### config.mk
export PLATFORM = sky130hd
export DESIGN_NAME = imem_port_arbiter
export DESIGN_NICKNAME = d
export VERILOG_FILES = /design/src/rtl/imem_ctrl_pkg.sv /design/src/rtl/imem_arb_pick.sv /design/src/rtl/imem_port_arbiter.sv
export SDC_FILE = /design/constraint.sdc
export NUM_CORES = 1
export LEC_CHECK = 0
export BUFFER_PORTS_ARGS = -buffer_cell sky130_fd_sc_hd__buf_2
export CAP_MARGIN = 25
export CORE_ASPECT_RATIO = 0.5
export CORE_UTILIZATION = 45
export CTS_CLUSTER_SIZE = 8
export DETAILED_ROUTE_END_ITERATION = 8
export HOLD_SLACK_MARGIN = 0.02
export PLACE_DENSITY = 0.93
export SYNTH_ARGS = -nofsm -noshare
export SYNTH_HDL_FRONTEND = slang
export SYNTH_SLANG_ARGS = --single-unit
### constraint.sdc
create_clock -name clk -period 5.4 [get_ports clk]
set_clock_uncertainty 0.1 [all_clocks]
set_input_delay 0.54 -clock clk [delete_from_list [all_inputs] [get_ports clk]]
set_output_delay 0.54 -clock clk [all_outputs]
set_load 0.01 [all_outputs]
### src/rtl/imem_ctrl_pkg.sv
// Shared definitions for the instruction-memory port arbiter.
//
// Contents:
//   arb_state_e            arbiter state encoding (IDLE, BUSY)
//   REQ_ICACHE/COMP/DICT   requester indices on the shared port
//   DEFAULT_NUM_REQ        default requester count
//   DEFAULT_TIMEOUT_CYCLES default watchdog limit per memory transaction
package imem_ctrl_pkg;

  typedef enum logic {
    IDLE = 1'b0,
    BUSY = 1'b1
  } arb_state_e;

  localparam int REQ_ICACHE = 0;
  localparam int REQ_COMP   = 1;
  localparam int REQ_DICT   = 2;

  localparam int DEFAULT_NUM_REQ        = 3;
  localparam int DEFAULT_TIMEOUT_CYCLES = 1024;

endpackage

### src/rtl/imem_arb_pick.sv
// Combinational request picker.
//
// Scans the request vector circularly, starting at start_idx, and reports
// the first set bit. Fixed priority is obtained by tying start_idx to 0.
//
// Ports:
//   req       in  NUM_REQ  request vector
//   start_idx in  IDX_W    first index examined
//   winner    out IDX_W    index of the first set bit found (0 if none)
//   found     out 1        at least one request bit is set
module imem_arb_pick
  import imem_ctrl_pkg::*;
#(
  parameter int NUM_REQ = DEFAULT_NUM_REQ,
  parameter int IDX_W   = (NUM_REQ > 1) ? $clog2(NUM_REQ) : 1
) (
  input  logic [NUM_REQ-1:0] req,
  input  logic [IDX_W-1:0]   start_idx,
  output logic [IDX_W-1:0]   winner,
  output logic               found
);

  int               scan_idx;
  logic [IDX_W-1:0] scan_pos;

  // Walk start_idx, start_idx+1, ... wrapping at NUM_REQ; the first hit is
  // kept because later hits are masked by found.
  always_comb begin
    winner   = '0;
    found    = 1'b0;
    scan_idx = 0;
    scan_pos = '0;
    for (int i = 0; i < NUM_REQ; i++) begin
      scan_idx = int'(start_idx) + i;
      if (scan_idx >= NUM_REQ) begin
        scan_idx = scan_idx - NUM_REQ;
      end
      scan_pos = IDX_W'(scan_idx);
      if (!found && req[scan_pos]) begin
        winner = scan_pos;
        found  = 1'b1;
      end
    end
  end

endmodule

### src/rtl/imem_port_arbiter.sv
// Instruction-memory port arbiter.
//
// Shares one memory request port between the icache refill (0), the
// compressed-cache fill (1) and the dictionary loader (2). The winner's
// index and address are registered, the memory handshake is driven while
// BUSY, and the response is steered back to the winner only. A watchdog
// completes a hung transaction with zero data and sets a sticky error.
//
// Configuration macro IMEM_ARB_ROUND_ROBIN_EN:
//   defined   -> round-robin starting after the last grant
//   undefined -> fixed priority, lowest index wins
//
// Ports:
//   clk, reset     clock; asynchronous active-high reset
//   req_valid      per-requester request, held until its req_ready pulse
//   req_addr       flattened addresses, slice i = [32*i+31:32*i]
//   req_ready      one-cycle completion pulse (one-hot or zero)
//   req_rdata      response data, zero when no req_ready bit is set
//   mem_req_valid  memory request (high in BUSY)
//   mem_req_ready  memory completion pulse, data valid same cycle
//   mem_req_addr   registered memory address
//   mem_req_rdata  memory data
//   grant_id       index of current or last winner
//   busy           high in BUSY
//   timeout_err    sticky watchdog-expiry flag
module imem_port_arbiter
  import imem_ctrl_pkg::*;
#(
  parameter int NUM_REQ        = DEFAULT_NUM_REQ,
  parameter int TIMEOUT_CYCLES = DEFAULT_TIMEOUT_CYCLES,
  parameter int TO_W           = $clog2(TIMEOUT_CYCLES + 1),
  localparam int IDX_W         = (NUM_REQ > 1) ? $clog2(NUM_REQ) : 1
) (
  input  logic                    clk,
  input  logic                    reset,
  input  logic [NUM_REQ-1:0]      req_valid,
  input  logic [32*NUM_REQ-1:0]   req_addr,
  output logic [NUM_REQ-1:0]      req_ready,
  output logic [31:0]             req_rdata,
  output logic                    mem_req_valid,
  input  logic                    mem_req_ready,
  output logic [31:0]             mem_req_addr,
  input  logic [31:0]             mem_req_rdata,
  output logic [IDX_W-1:0]        grant_id,
  output logic                    busy,
  output logic                    timeout_err
);

  arb_state_e       state_q, state_d;
  logic [IDX_W-1:0] grant_q, grant_d;
  logic [31:0]      addr_q, addr_d;
  logic [TO_W-1:0]  wd_q, wd_d;
  logic             timeout_err_q, timeout_err_d;

  logic [IDX_W-1:0] start_idx;
  logic [IDX_W-1:0] pick_idx;
  logic             pick_found;
  logic             wd_expired;
  logic [31:0]      addr_arr [NUM_REQ];

  for (genvar g = 0; g < NUM_REQ; g++) begin : g_addr_unpack
    assign addr_arr[g] = req_addr[32*g +: 32];
  end

`ifdef IMEM_ARB_ROUND_ROBIN_EN
  logic [IDX_W-1:0] last_grant_q, last_grant_d;

  // Search begins just after the previous winner so every requester is
  // reached within NUM_REQ grants.
  always_comb begin
    if (last_grant_q == IDX_W'(NUM_REQ - 1)) begin
      start_idx = '0;
    end else begin
      start_idx = last_grant_q + IDX_W'(1);
    end
  end

  // Pointer resets to the top index so requester 0 is first in line.
  always_ff @(posedge clk or posedge reset) begin
    if (reset) begin
      last_grant_q <= IDX_W'(NUM_REQ - 1);
    end else begin
      last_grant_q <= last_grant_d;
    end
  end
`else
  assign start_idx = IDX_W'(REQ_ICACHE);
`endif

  imem_arb_pick #(
    .NUM_REQ (NUM_REQ),
    .IDX_W   (IDX_W)
  ) u_pick (
    .req       (req_valid),
    .start_idx (start_idx),
    .winner    (pick_idx),
    .found     (pick_found)
  );

  // Expiry is judged on the current count, so the forced completion lands
  // in the TIMEOUT_CYCLES-th BUSY cycle.
  assign wd_expired = (wd_q == TO_W'(TIMEOUT_CYCLES - 1));

  // Next-state and response steering. A memory completion always takes
  // precedence over watchdog expiry in the same cycle.
  always_comb begin
    state_d       = state_q;
    grant_d       = grant_q;
    addr_d        = addr_q;
    wd_d          = wd_q;
    timeout_err_d = timeout_err_q;
    req_ready     = '0;
    req_rdata     = '0;
`ifdef IMEM_ARB_ROUND_ROBIN_EN
    last_grant_d  = last_grant_q;
`endif
    case (state_q)
      IDLE: begin
        if (pick_found) begin
          grant_d = pick_idx;
          addr_d  = addr_arr[pick_idx];
          wd_d    = '0;
          state_d = BUSY;
`ifdef IMEM_ARB_ROUND_ROBIN_EN
          last_grant_d = pick_idx;
`endif
        end
      end
      BUSY: begin
        if (mem_req_ready) begin
          // An aborted requester gets nothing; the data is dropped.
          if (req_valid[grant_q]) begin
            req_ready[grant_q] = 1'b1;
            req_rdata          = mem_req_rdata;
          end
          state_d = IDLE;
        end else if (wd_expired) begin
          req_ready[grant_q] = 1'b1;
          timeout_err_d      = 1'b1;
          state_d            = IDLE;
        end else if (wd_q != {TO_W{1'b1}}) begin
          wd_d = wd_q + TO_W'(1);
        end
      end
      default: begin
        state_d = IDLE;
      end
    endcase
  end

  // State registers; reset abandons any transaction in flight.
  always_ff @(posedge clk or posedge reset) begin
    if (reset) begin
      state_q       <= IDLE;
      grant_q       <= '0;
      addr_q        <= '0;
      wd_q          <= '0;
      timeout_err_q <= 1'b0;
    end else begin
      state_q       <= state_d;
      grant_q       <= grant_d;
      addr_q        <= addr_d;
      wd_q          <= wd_d;
      timeout_err_q <= timeout_err_d;
    end
  end

  assign mem_req_valid = (state_q == BUSY);
  assign busy          = (state_q == BUSY);
  assign mem_req_addr  = addr_q;
  assign grant_id      = grant_q;
  assign timeout_err   = timeout_err_q;

endmodule
==> results of run 1 <==
worst min-delay path by stage:
stage                                            start                           end  slack, ps  cells past startpoint
after floorplan                    wd_q[9]$_DFFE_PP0P_           wd_q[9]$_DFFE_PP0P_        370                      1
after CTS                 mem_req_addr[10]$_DFFE_PP0P_  mem_req_addr[10]$_DFFE_PP0P_        370                      1
final                                            reset   mem_req_addr[0]$_DFFE_PP0P_         20                      2
after global placement    mem_req_addr[12]$_DFFE_PP0P_  mem_req_addr[12]$_DFFE_PP0P_        350                      1
after global routing                             reset   mem_req_addr[3]$_DFFE_PP0P_         20                      2
after detailed placement       timeout_err$_DFFE_PP0P_       timeout_err$_DFFE_PP0P_        360                      1
through the flow:
step,hold WS [ps],instance area (um^2)
after floorplan,374,2880
after global placement,354,3960
after detailed placement,360,3990
after CTS,374,4160
after global routing,24.8,4180
final,22.7,4180
state kept, by name, indices dropped and copies added (netlist names):
register	count
busy	1
grant_id	2
mem_req_addr	32
wd_q	11
timeout_err	1
cell type report:
class	instances	area, um^2	area share (%)
well taps	88	110	2.63
clock inverters	2	35.0	0.838
inverters	3	11.3	0.269
repair buffers	211	1100	26.4
flip-flops and latches	47	1180	28.1
clock buffers	6	139	3.32
multi-input cells	234	1610	38.4
synthesized netlist by cell type, drive strengths merged:
cell type and count:
dfrtp 47, xor2 1, a22o 1, clkbuf 17, o211ai 3, or4 1, or3b 1, nand2 11
or2b 1, a31o 1, o31a 1, or3 2, inv 3, a211oi 33, a21o 32, nand2b 3
a31oi 3, o21ai 6, o21a 1, and2 33, nor3 3, mux2i 33, o211a 1, o31ai 3
nor2b 2, a21oi 6, or2 3, nand4 2, ha 1, nand3 10, buf 8, nor4 2
nor2 34
kinds of logic after synthesis:
group                    count (synthesis)  share of synthesized area, %
AND/OR/NAND/NOR                        108                          19.9
AO/OA/AOI/OAI                           91                          23.0
flip-flops                              47                          40.9
multiplexers                            33                          11.5
buffers and inverters                   28                          4.09
XOR/XNOR                                 1                         0.304
adder cells (fa/ha/maj)                  1                         0.435
layer usage:
metal | up-vias | part of all wire (%) | track usage [%]
met3 | 14 | 2.6 | 3.91
met2 | 61 | 52 | 44.7
met5 | - | 0 | 0
li1 | 1506 | - | -
met1 | 1444 | 44 | 32.4
met4 | 0 | 1.8 | 5.38
power breakdown:
group          leakage, nW  internal (W)  total (W)  switching, W
sequential           0.592      0.000492   0.000599      0.000107
combinational         1.66      0.000306   0.000660      0.000355
clock               0.0868      0.000230   0.000348      0.000119
total                 2.34       0.00103    0.00161      0.000580
==> impl_metrics.yaml, run 1 <==
floorplanning:
  dieHeight_um: 58.6
  num_io_pins: 206
  start_util_pct: 47.0
  core.rowCount: 20
  core_region_area_um2: 6130
  dieArea_um2: 6740
  die_width_um: 115
global_routing:
  grt_pass1_vias: 2828
  overflow: 0
  track_usage_pct: 24.9
  grt_max_degree: 48
  grt_pass1_wl_um: 13200
  antenna_found_initial: 0
critical_path:
  crit_cells: 6
  r2r-end: "wd_q[2]$_DFFE_PP0P_"
  crit_type: "register to output pin"
  setup.worst_path.end: "req_ready[0]"
  crit_family: "simple AND/OR/NAND/NOR gates"
  start_kind: "register"
  cp.arrival_ps: 2200
  reg2reg_slack_ps: 3230
  path_buf_inv: 1
  slowest_delay_ps: 450
  setup.worst_path.start: "wd_q[1]$_DFFE_PP0P_"
  end_kind: "output pin"
  reg2reg_depth: 6
  cp_cell_sequence: "ha_1 -> nand4_1 -> or2_4 -> or4_4 -> a211oi_2 -> buf_2"
  worstPathMaxFanout: 5
  required_ps: 4760
  crit_slowest_cell: "or4_4"
  crit-reg2reg-launch: "wd_q[1]$_DFFE_PP0P_"
clock_tree:
  clkSinkCount: 47
  htreeDepth: 2
  post_cts_resized: 0
  hold_buffers: 0
  postCtsSetupBuffers: 0
  cts_tree: "built"
  clk_path_buf_depth: 2
  cts.root.buffer_cell: "clkbuf_16"
  cts_buffers: 5
  clock_latency_ps: 280
  clkTransAtPathRegs_ps: 60
logic_synthesis:
  synthCells: 309
  synth_nets: 444
  avgSynthCellArea_um2: 9.32
  ys_top_cells_by_area: "dfrtp_1, mux2i_1, a211oi_1"
  synth_cell_types: 38
  synth_top_area_share_pct: 40.9
  yosysSeqAreaShare_pct: 40.9
  yosysWarnings: 0
  ys_ff_latch: 47
  synth_top_area_cell: "dfrtp_1"
  synth_area_um2: 2880
placement:
  io_buffer_count: 205
  dp.cells: 582
  place_ws_ps: 2870
  gp_congestion: 0.864
  dp_hpwl_um: 6360
detailed_routing:
  post_drt_wl_per_cell_um: 13.8
  drt_first_pass_iters: 4
  postRouteAntennaNets: 0
  drt_iter0_drc: 101
  wirelength_um: 8160
  drc_errors: 0
  vias_per_cell: 5.12
  vias: 3025
cells_and_area:
  final_util_pct: 68.2
  diodes: 0
  fin_cells: 591
  final_common_cell: "buf_2"
  fill_cells: 510
  nets: 637
  final_cell_mix: "buf_2, dfrtp_1, nor2_1, mux2i_1, and2_1"
  syn2layout_area_growth_pct: 45.2
  layout-drive-gt1-share_pct: 46.1
run:
  cap_violations: 0
sta:
  setup_ws_ps: 2560
  finalSetupTns_ps: 0
  post-route-min-period_ps: 2840
  slew_viol_final: 0
  setup_violations: 0
  timing.final.crit_share_pct: 52.5
  worst_pin_slew_ps: 762
  rsz0062_at_grt: "false"
  fmaxAchievable_ghz: 0.353
  finalHoldViolations: 0
  max_slew_margin_pct: 48.8
pwr:
  p_per_area_nw_per_um2: 384
  leakagePower_nw: 2.34
  vdd_drop_max_v: 0.000186
  total_power_w: 0.00161
hold_path:
  min_path_type: "input pin to async pin"
status:
  outcome: "finished, final reports clean"
(Power assumes the default switching activity.)
==> run 2: changes to the inputs <==
--- a/config.mk
+++ b/config.mk
@@ -5,14 +5,15 @@
 export SDC_FILE = /design/constraint.sdc
 export NUM_CORES = 1
 export LEC_CHECK = 0
+export ABC_AREA = 1
 export BUFFER_PORTS_ARGS = -buffer_cell sky130_fd_sc_hd__buf_2
 export CAP_MARGIN = 25
 export CORE_ASPECT_RATIO = 0.5
-export CORE_UTILIZATION = 45
+export CORE_UTILIZATION = 42
 export CTS_CLUSTER_SIZE = 8
 export DETAILED_ROUTE_END_ITERATION = 8
 export HOLD_SLACK_MARGIN = 0.02
-export PLACE_DENSITY = 0.93
+export PLACE_DENSITY = 0.87
 export SYNTH_ARGS = -nofsm -noshare
 export SYNTH_HDL_FRONTEND = slang
 export SYNTH_SLANG_ARGS = --single-unit
==> constraint.sdc (replaced) <==
create_clock -name clk -period 2.65 [get_ports clk]
set_clock_uncertainty 0.1 [all_clocks]
set_input_delay 0.265 -clock clk [delete_from_list [all_inputs] [get_ports clk]]
set_output_delay 0.265 -clock clk [all_outputs]
set_load 0.01 [all_outputs]
==> run 2 against run 1 <==
Effect of this change:
- die area increased by 14%
- worst setup slack got worse by 2200 ps
- sequential cell count unchanged
- critical path depth increased by 1
- sequential share of layout area decreased by 0.74 points
- non-clock buffer count increased by 6
- synthesized cell count increased by 33%
- hold slack improved by 140 ps
- via count increased by 19%
- first-iteration DRC count increased by 49%
- largest cell class unchanged
- register-to-register slack got worse by 2400 ps
- sequential power increased by 94%
- critical endpoint is now req_ready[2]
==> impl_metrics.yaml, run 2 <==
detailed_routing:
  vias_per_cell: 5.14
  postRouteAntennaNets: 0
  wirelength_um: 9870
  drt_first_pass_iters: 4
  drc_errors: 0
  vias: 3598
  drt_iter0_drc: 150
  post_drt_wl_per_cell_um: 14.1
logic_synthesis:
  synth_area_um2: 3060
  avgSynthCellArea_um2: 7.45
  synth.most_common_cell: "a21oi_1"
  yosysWarnings: 0
  synth_top_area_cell: "dfrtp_1"
  synth_common_cells: "a21oi_1, dfrtp_1, inv_1, nand3_1, nor2_1"
  yosysSeqAreaShare_pct: 38.4
  async_flop_share_pct: 100
  synthCells: 411
  synth-edff-count: 0
  synth_nets: 546
  synth_top_area_share_pct: 38.4
  ys_top_cells_by_area: "dfrtp_1, a21oi_1, o211ai_1"
  ys_dominant_reg_cell: "dfrtp_1"
  ys_ff_latch: 47
  synth_cell_types: 29
hold_path:
  min_path_type: "input pin to register"
  holdPathEnd: "mem_req_addr[14]$_DFFE_PP0P_"
  whs_path_depth: 3
  min_from: "req_addr[78]"
placement:
  io_buffer_count: 205
  gp_congestion: 0.824
  dp_hpwl_um: 7400
  dp.cells: 691
  placed_area_um2: 4150
cells_and_area:
  largest_reg_flops: 32
  final_cell_mix: "buf_2, a21oi_1, dfrtp_1, inv_1"
  fill_cells: 649
  finalInstanceArea_um2: 4290
  diodes: 0
  final_common_cell: "buf_2"
  layout-drive-gt1-share_pct: 45.6
  fin_cells: 700
  nets: 742
  syn2layout_area_growth_pct: 40.3
critical_path:
  reg2reg_slack_ps: 830
  start_kind: "register"
  crit-reg2reg-launch: "wd_q[0]$_DFFE_PP0P_"
  crit_type: "register to output pin"
  cp.arrival_ps: 1910
  reg2reg_depth: 9
  r2r-end: "wd_q[0]$_DFFE_PP0P_"
  required_ps: 2290
  end_kind: "output pin"
  worstPathMaxFanout: 24
global_routing:
  track_usage_pct: 26.7
  grt_pass1_vias: 3479
  grt_pass1_wl_um: 16200
  overflow: 0
  grt_max_degree: 35
  antenna_found_initial: 0
floorplanning:
  die_width_um: 123
  dieHeight_um: 62.4
  core.rowCount: 21
  core_region_area_um2: 6860
  num_io_pins: 206
  dieArea_um2: 7650
  start_util_pct: 44.6
sta:
  worst_pin_slew_ps: 449
  finalHoldViolations: 0
  finalSetupTns_ps: 0
  slew_viol_final: 0
  holdWs_ps: 160
  max_slew_margin_pct: 70.1
  setup_violations: 0
  rsz0062_at_grt: "false"
  timing.final.crit_share_pct: 85.9
  fmaxAchievable_ghz: 0.439
  post-route-min-period_ps: 2280
clock_tree:
  clk_path_buf_depth: 2
  htreeDepth: 2
  cts.root.buffer_cell: "clkbuf_16"
  clkTransAtPathRegs_ps: 60
  clkSinkCount: 47
  hold_buffers: 1
  clock_latency_ps: 280
  post_cts_resized: 0
  cts_buffers: 5
  postCtsSetupBuffers: 0
  cts_tree: "built"
pwr:
  leakagePower_nw: 2.37
  p_per_area_nw_per_um2: 796
  vdd_drop_max_v: 0.000399
  total_power_w: 0.00342
status:
  outcome: "finished, final reports clean"
run:
  cap_violations: 0
==> run 2: cell types whose count changed in the layout (fill, tap and decap cells not counted), moves of 10 or more <==
cell	before	now
mux2i_1	33	0
nand3_1	9	40
o21ai_2	0	10
a21o_1	32	1
o211ai_1	3	32
inv_1	2	44
or2_2	2	33
a21oi_1	6	68
a211oi_1	32	0
nand2_1	11	39
and2_1	33	0
==> run 2: worst max-delay path: stages, from the launching register on <==
cell and delay [ps]:
dfrtp_1 410, inv_1 120, nand2_1 100, o21ai_2 380
buf_8 230, nor2_1 80, nor3_1 140, buf_2 160
==> run 2: cell type report <==
class / instances / area, um^2 / share of cell area [%]
clock buffer: 7 / 133 / 3.09
clock inverter: 1 / 5.00 / 0.117
inverter: 47 / 176 / 4.11
multi-input combinational: 289 / 1560 / 36.4
sequential: 47 / 1180 / 27.4
tap: 92 / 115 / 2.68
timing repair buffer: 217 / 1130 / 26.2
==> run 2: logic make-up after synthesis <==
kind of cell,count (synthesis),share of synthesized area [%]
AOI/OAI and AO/OA,124,24.6
and+or+nand+nor,164,25.9
DFF,47,38.4
adders and majority gates,1,0.409
buffers and inverters,75,10.6
==> run 2: worst max path at each step <==
stage                     depth (start not counted)            to               startpoint
after CTS                                         7  req_ready[2]  grant_id[0]$_DFFE_PP0P_
after global routing                              7  req_ready[0]  grant_id[0]$_DFFE_PP0P_
after floorplan                                   7  req_ready[0]      wd_q[0]$_DFFE_PP0P_
after detailed placement                          7  req_ready[2]  grant_id[0]$_DFFE_PP0P_
final                                             7  req_ready[2]  grant_id[0]$_DFFE_PP0P_
after global placement                            6  req_ready[2]  grant_id[0]$_DFFE_PP0P_
==> run 2: per-stage QoR <==
step           setup slack (ps)  utilization, %
3_3_place_gp                350            60.2
3_5_place_dp                687            60.5
4_1_cts                     377            62.6
6_report                    374            62.6
2_1_floorplan               943               -
5_1_grt                     212            62.6
==> run 2: power breakdown <==
group          internal, W  total, W  leakage, nW  switching [W]
registers         0.000997   0.00116        0.554       0.000163
logic             0.000642   0.00166         1.75        0.00101
clock network     0.000349  0.000601       0.0679       0.000252
total              0.00199   0.00342         2.37        0.00143
==> run 2: routing by layer <==
layer  vias up  part of all wire, %  global-route usage [%]
met5         -                    0                       0
met4         0                  2.4                    9.15
met3        29                  6.1                    4.96
met2       142                   49                    45.8
met1      1659                   42                    33.6
li1       1768                    -                       -
==> run 3: changes to the inputs <==
==> constraint.sdc (replaced) <==
create_clock -name clk -period 2.55 [get_ports clk]
set_clock_uncertainty 0.1 [all_clocks]
set_input_delay 0.255 -clock clk [delete_from_list [all_inputs] [get_ports clk]]
set_output_delay 0.255 -clock clk [all_outputs]
set_load 0.01 [all_outputs]
==> run 3 against run 2 <==
Effect of this change:
- non-clock buffer count rose by 1
- combinational power about the same
- hold slack got worse by 11 ps
- largest cell class unchanged
- largest power group unchanged
==> impl_metrics.yaml, run 3 (same netlist as run 2, synthesis figures left out) <==
cells_and_area:
  layout-drive-gt1-share_pct: 45.6
  final_common_cell: "buf_2"
  diodes: 0
  nets: 743
  largest_reg_flops: 32
  fill_cells: 610
  multiInputGateArea_um2: 1560
  final_cell_mix: "buf_2, a21oi_1, dfrtp_1, inv_1"
  syn2layout_area_growth_pct: 40.6
  final-seq-area_um2: 1180
pwr:
  leakagePower_nw: 2.38
  p_per_area_nw_per_um2: 821
  total_power_w: 0.00353
  vdd_drop_max_v: 0.000448
clock_tree:
  cts_tree: "built"
  clock_latency_ps: 280
  clkTransAtPathRegs_ps: 60
  cts_buffers: 5
  postCtsSetupBuffers: 0
  post_cts_resized: 0
  hold_buffers: 1
  clkSinkCount: 47
  htreeDepth: 2
  cts.root.buffer_cell: "clkbuf_16"
  clk_path_buf_depth: 2
floorplanning:
  core_region_area_um2: 6860
  start_util_pct: 44.6
  die_width_um: 123
  num_io_pins: 206
  core.rowCount: 21
  dieArea_um2: 7650
  dieHeight_um: 62.4
sta:
  slew_viol_final: 0
  fmaxAchievable_ghz: 0.457
  timing.final.crit_share_pct: 85.8
  holdWs_ps: 149
  setup_violations: 0
  finalHoldViolations: 0
  rsz0062_at_grt: "false"
  max_slew_margin_pct: 68.1
  post-route-min-period_ps: 2190
  finalSetupTns_ps: 0
  worst_pin_slew_ps: 479
run:
  cap_violations: 0
critical_path:
  start_kind: "register"
  crit-reg2reg-launch: "wd_q[0]$_DFFE_PP0P_"
  end_kind: "output pin"
  cp.arrival_ps: 1830
  setup.worst_path.start: "grant_id[0]$_DFFE_PP0P_"
  worstPathMaxFanout: 23
  crit_type: "register to output pin"
  required_ps: 2190
hold_path:
  min_from: "req_addr[83]"
  min_path_type: "input pin to register"
global_routing:
  grt_pass1_vias: 3311
  track_usage_pct: 25.6
  antenna_found_initial: 0
  overflow: 0
  grt_max_degree: 35
  grt_pass1_wl_um: 15500
detailed_routing:
  vias: 3554
  drt_iter0_drc: 167
  drt_first_pass_iters: 4
  postRouteAntennaNets: 0
  drc_errors: 0
  post_drt_wl_per_cell_um: 13.8
  wirelength_um: 9700
  vias_per_cell: 5.07
placement:
  io_buffer_count: 205
  dp_hpwl_um: 7450
  gp_congestion: 0.814
status:
  outcome: "finished, final reports clean"
-- run 3: cell types whose count changed in the layout (fill, tap and decap cells not counted) --
cell / delta
buf_4: +1
-- run 3: layer usage --
| layer | track usage, % | share of wire (%) | vias up | wire (um) |
|---|---|---|---|---|
| met5 | 0 | 0 | - | 0 |
| met4 | 7.62 | 1.4 | 0 | 133 |
| met3 | 3.86 | 4.9 | 14 | 476 |
| met2 | 45.5 | 49 | 111 | 4750 |
| met1 | 32.0 | 45 | 1662 | 4340 |
| li1 | - | - | 1767 | - |
-- run 3: cell type report --
type                    instances  area share [%]
inverters                      47            4.10
flip-flops and latches         47            27.3
multi-input cells             289            36.3
well taps                      92            2.68
clock buffers                   7            3.08
repair buffers                218            26.4
clock inverters                 1           0.116
-- run 3: worst paths after layout --
check | slack, ps | cells past startpoint | end
setup reg to reg | 760 | 9 | wd_q[6]$_DFFE_PP0P_
max in group asynchronous | 1440 | 4 | mem_req_addr[24]$_DFFE_PP0P_
min in group asynchronous | 370 | 3 | grant_id[1]$_DFFE_PP0P_
hold reg to reg | 370 | 1 | timeout_err$_DFFE_PP0P_
setup / recovery | 360 | 7 | req_rdata[6]
hold / removal | 150 | 3 | mem_req_addr[19]$_DFFE_PP0P_
-- run 3: per-stage QoR --
stage / utilization [%] / instances / instance area (um^2) / setup slack (ps)
2_1_floorplan: - / 411 / 3060 / 853
3_3_place_gp: 60.4 / 691 / 4140 / 262
3_5_place_dp: 60.6 / 692 / 4150 / 651
4_1_cts: 62.7 / 701 / 4300 / 331
5_1_grt: 62.7 / 701 / 4300 / 190
6_report: 62.7 / 701 / 4300 / 363
-- run 3: report_power, final --
part	internal, W	switching, W
Combinational	0.000668	0.00102
Clock	0.000362	0.000260
Sequential	0.00104	0.000188
-- run 3: worst max-delay path: stages (launching register included) --
cell and delay [ps]:
dfrtp_1 410, inv_1 100, nand2_1 100, o21ai_2 410, buf_8 230, nand3_1 80
inv_1 80, buf_2 140
